`config.mk`:
```
export PLATFORM = sky130hd
export DESIGN_NAME = serial_word_transmitter
export DESIGN_NICKNAME = d
export VERILOG_FILES = /design/src/rtl/serial_word_transmitter.sv
export SDC_FILE = /design/constraint.sdc
export NUM_CORES = 1
export LEC_CHECK = 0
export CORE_UTILIZATION = 44
export DETAILED_ROUTE_END_ITERATION = 10
export GPL_ROUTABILITY_DRIVEN = 0
export PLACE_DENSITY_LB_ADDON = 0.05
export SETUP_SLACK_MARGIN = 0.3
export SLEW_MARGIN = 10
export SYNTH_ARGS = -nofsm -noshare
export SYNTH_HDL_FRONTEND = slang
export SYNTH_SLANG_ARGS = --single-unit
```
`constraint.sdc`:
```
create_clock -name clk -period 3.75 [get_ports clk]
set_clock_uncertainty 0.15 [all_clocks]
set_input_delay 1.125 -clock clk [delete_from_list [all_inputs] [get_ports clk]]
set_output_delay 1.125 -clock clk [all_outputs]
set_load 0.005 [all_outputs]
```
`src/rtl/serial_word_transmitter.sv`:
```
// LSB-first parallel-to-serial word transmitter with a frame strobe on bit 0 and a done pulse.
// Define SERIAL_TX_PARITY_EN to append one even-parity bit after the last data bit.
module serial_word_transmitter #(
  parameter int WORD_WIDTH   = 32,
  parameter int CLKS_PER_BIT = 1
) (
  input  logic                  clk,
  input  logic                  reset,
  input  logic                  load_valid,
  output logic                  load_ready,
  input  logic [WORD_WIDTH-1:0] data_in,
  output logic                  serial_out,
  output logic                  frame,
  output logic                  busy,
  output logic                  done
);

  localparam int CNT_W = $clog2(WORD_WIDTH);
  localparam int DIV_W = (CLKS_PER_BIT > 1) ? $clog2(CLKS_PER_BIT) : 1;
  localparam logic [CNT_W-1:0] LAST_BIT = CNT_W'(WORD_WIDTH - 1);
  localparam logic [DIV_W-1:0] LAST_DIV = DIV_W'(CLKS_PER_BIT - 1);

`ifdef SERIAL_TX_PARITY_EN
  typedef enum logic [1:0] {ST_IDLE, ST_SHIFT, ST_PARITY} state_t;
`else
  typedef enum logic [0:0] {ST_IDLE, ST_SHIFT} state_t;
`endif

  state_t                state_q, state_d;
  logic [WORD_WIDTH-1:0] shift_q, shift_d;
  logic [CNT_W-1:0]      bit_cnt_q, bit_cnt_d;
  logic [DIV_W-1:0]      div_q, div_d;
  logic                  done_q, done_d;
`ifdef SERIAL_TX_PARITY_EN
  logic                  parity_q, parity_d;
`endif
  logic                  div_wrap;

  assign div_wrap = (div_q == LAST_DIV);
  assign done     = done_q;

  always_comb begin
    // NOTE: every signal written here gets a default first, so no path through the case can infer a latch.
    state_d    = state_q;
    shift_d    = shift_q;
    bit_cnt_d  = bit_cnt_q;
    div_d      = div_q;
    done_d     = 1'b0;
`ifdef SERIAL_TX_PARITY_EN
    parity_d   = parity_q;
`endif
    load_ready = 1'b0;
    busy       = 1'b0;
    serial_out = 1'b0;
    frame      = 1'b0;

    unique case (state_q)
      ST_IDLE: begin
        load_ready = 1'b1;
        if (load_valid) begin
          shift_d   = data_in;
          bit_cnt_d = '0;
          div_d     = '0;
          state_d   = ST_SHIFT;
`ifdef SERIAL_TX_PARITY_EN
          // Parity is fixed at capture time so later data_in activity cannot disturb it.
          parity_d  = ^data_in;
`endif
        end
      end

      ST_SHIFT: begin
        busy       = 1'b1;
        serial_out = shift_q[0];
        frame      = (bit_cnt_q == '0);
        div_d      = div_wrap ? '0 : div_q + DIV_W'(1);
        if (div_wrap) begin
          shift_d   = shift_q >> 1;
          bit_cnt_d = bit_cnt_q + CNT_W'(1);
          if (bit_cnt_q == LAST_BIT) begin
`ifdef SERIAL_TX_PARITY_EN
            state_d = ST_PARITY;
`else
            state_d = ST_IDLE;
            done_d  = 1'b1;
`endif
          end
        end
      end

`ifdef SERIAL_TX_PARITY_EN
      ST_PARITY: begin
        busy       = 1'b1;
        serial_out = parity_q;
        div_d      = div_wrap ? '0 : div_q + DIV_W'(1);
        if (div_wrap) begin
          state_d = ST_IDLE;
          done_d  = 1'b1;
        end
      end
`endif

      default: state_d = ST_IDLE;
    endcase
  end

  always_ff @(posedge clk) begin
    // NOTE: state registers use non-blocking assignments so each one samples pre-edge values regardless of statement order.
    if (reset) begin
      state_q   <= ST_IDLE;
      shift_q   <= '0;
      bit_cnt_q <= '0;
      div_q     <= '0;
      done_q    <= 1'b0;
`ifdef SERIAL_TX_PARITY_EN
      parity_q  <= 1'b0;
`endif
    end else begin
      state_q   <= state_d;
      shift_q   <= shift_d;
      bit_cnt_q <= bit_cnt_d;
      div_q     <= div_d;
      done_q    <= done_d;
`ifdef SERIAL_TX_PARITY_EN
      parity_q  <= parity_d;
`endif
    end
  end

endmodule

```
==> metrics.md <==
| Metric | Value |
|---|---|
| Switch Pwr | 0.237 mW |
| LEAKAGE | 0.998 nW |
| Rel. slew slack | 36.2% |
| Commonest non-fill, non-tap cells in the layout | nand2_1, dfxtp_1, clkdlybuf4s50_1 |
| Critical Path Start | bit_cnt_q[0] |
| Post-CTS setup buffer count | 0 |
| Final WL | 3900 µm |
| Post-CTS Hold Buffers | 0 |
| CTS tree | built |
| Clock-pin slew on the worst setup and hold paths | 0.07 ns |
| Post-DP Area | 2450 µm² |
| Logic pwr share | roughly 20% |
| Total track usage | 16.3% |
| Mapped Nets | 253 |
| Ys Warns | 0 |
| Cell variety after synth | 29 |
| H-tree levels | 2 |
| Critical path depth | 5 |
| Fin crit share | 77.4% |
| Post-route setup TNS | 0 ns |
| Pre-CTS WS | 1.04 ns |
| Largest net degree at the start of global routing | 40 |
| Most common cell after layout, fill and taps aside | nand2_1 |
| GRT met1 Usage | 19.4% |
| CP Data Required Time | about 2.5 ns |
| Clock Power Share | 32.5% |
| Crit path max fanout | 5 |
| Final instance area | 2550 µm² |
| Fin. max-slew vios | 0 |
| Total number of clock tree sinks | 39 |
| Sequential share of the synthesized area | between 30% and 40% |
| Cell depth of the worst flop-to-flop path | 5 |
| Max Cap Violations | 0 |
| Worst r2r dst | state_q |
| Fin nets | around 290 |
| Antenna cells | 0 |
| Average wire per standard cell | 12.8 µm |
| Initial DRC Count | 67 |
| Netlist Area Pre-Place | roughly 2100 µm² |
| Die ar. | 5160 µm² |
| Layout area overhead | 18.8% |
| WS Path Type | reg2out |
| Tmin final | ~2.9 ns |
| Switching share of total power | 24.9% |
| Final Hold Fails | 0 |
| First-pass GRT wire length | 6610 µm |
| Syn avg cell area | 10.0 µm² |
| Initial antenna violation count | 0 |
| Reg2Reg Setup Slack | 2.13 ns |
| Via density | 4.96 |
| Final WS setup | 0.847 ns |
| Crit path buffers/inverters | 2 |
| Vias in the first global route | about 1500 |
| Reg-to-Reg Start | state_q |
| Max Clock Freq | 0.345 GHz |
| FF+latch count, synth | 39 |
| Met2 usage | 28.2% |
| Via count | between 1500 and 2000 |
| Cell Int Power | 0.714 mW |
| Clk Latency, worst-skew pair | 0.29 ns |
| Cell Pwr Density | 373 nW/µm² |
| DRT Pass-1 Iters | 4 |
| Layer with the highest usage | met2 |
| CTS root buf | clkbuf_8 |
| Residual DRC | 0 |
| DP HPWL | 2420 µm |
| Remaining global-route overflow | 0 |
| Cell row count | 25 |
| Max clock buf depth | 2 |
| CP arrival | between 1.5 and 2 ns |
| Post-Synthesis Cells | 214 |
| Setup crit end kind | primary output |
| Worst-path cell chain | inv_1, ha_1, nand2_1, nor4_1, clkdlybuf4s50_1 |
| Port bufs | 39 |
| Met3 GRT Util | between 3 and 4% |
| Unrepaired setup endpoints after global routing | no |
| # IOs | 40 |
| CP startpoint kind | flip-flop |
| Sequential power share | 47.6% |
| Die span in x | 71.8 µm |
| HP Class | reg2reg |
| Status | finished clean |
| Crit path capture | frame |
| Crit path max-delay family | buffers and inverters |
| Slowest CP cell | clkdlybuf4s50_1 |
| Post_cts resized | 0 |
| Crit path largest cell delay | 0.54 ns |
| Actual slew at the worst max-slew pin | 0.957 ns |
| Maximum vdd drop | 0.204 mV |
| Initial Util | around 46% |
| CORE AREA | 4690 µm² |
| CTS buffer count | 5 |
| Chip Height | approximately 72 µm |
| Fraction of layout cells with a size suffix above 1 | 34.8% |
| Final setup fails | 0 |
| Final ANT Viol Nets | 0 |
==> worst reg2reg max path: stages (launching register included) <==
cell and delay [ns]:
dfxtp_1 0.33, buf_4 0.32, clkinv_1 0.15, buf_4 0.30
a21oi_1 0.19, nor2_1 0.05
==> cell families after synthesis <==
kind of cell / synth area share [%]
AND/OR/NAND/NOR: 17.8
flip-flops: 36.4
buffers and inverters: 8.98
multiplexers: 21.4
AO/OA/AOI/OAI: 13.1
adder cells (fa/ha/maj): 2.33
==> final cells by class <==
class	instances	area, µm²
multi-input combinational	156	1170
timing repair buffer	44	418
inverter	3	11.3
sequential	39	781
clock buffer	8	100
fill	469	2140
tap	54	67.6
==> flip-flops by register name, summed over array words and instances, names as in the netlist <==
signal     count
shift_q       32
state_q        1
done           1
bit_cnt_q      5
==> power by group through the flow <==
stage	Sequential, mW	Combinational [mW]	Clock, mW
3_3_place_gp	0.462	0.191	0
3_5_place_dp	0.462	0.190	0
5_1_grt	0.456	0.207	0.334
4_1_cts	0.452	0.192	0.321
2_1_floorplan	0.459	0.147	0
6_report	0.452	0.189	0.309
==> stage by stage <==
stage                     hold WS (ns)  power, mW  cells  util [%]
after detailed placement         0.295      0.652    296      52.2
final                            0.303      0.951    304      54.3
after global placement           0.293      0.652    296      52.2
after global routing             0.316      0.997    304      54.3
after CTS                        0.306      0.965    304      54.3
after floorplan                  0.277      0.606    214         -
==> metal layers <==
layer / vias to the layer above / wire length [µm]
li1: 784 / -
met2: 27 / 1850
met1: 690 / 1860
met4: 0 / 63
met5: - / 0
met3: 7 / 128
==> worst min-delay path by stage <==
stage / startpoint / end / slack [ns] / cells after the start
after floorplan: shift_q[1] / shift_q[0] / 0.28 / 2
final: shift_q[30] / shift_q[29] / 0.30 / 2
after global placement: shift_q[2] / shift_q[1] / 0.29 / 2
after CTS: shift_q[29] / shift_q[28] / 0.31 / 2
after global routing: shift_q[29] / shift_q[28] / 0.32 / 2
after detailed placement: shift_q[29] / shift_q[28] / 0.29 / 2
==> synthesized netlist by cell type, drive strengths merged <==
master,count,area [µm²]
nand2,63,287
dfxtp,39,781
a21oi,36,263
mux2,31,439
buf,10,110
clkbuf,5,58.8
nor2,5,18.8
ha,4,50.1
nor3b,3,22.5
inv,2,7.51
mux2i,2,20.0
nor2b,2,12.5
nor3,2,10.0
o21ai,2,10.0
a41oi,1,8.76
and2,1,6.26
and3,1,6.26
clkinv,1,3.75
dlymetal6s2s,1,12.5
nand3,1,5.00
nand3b,1,7.51
nor4,1,6.26
Power figures use the tool's default switching activity.
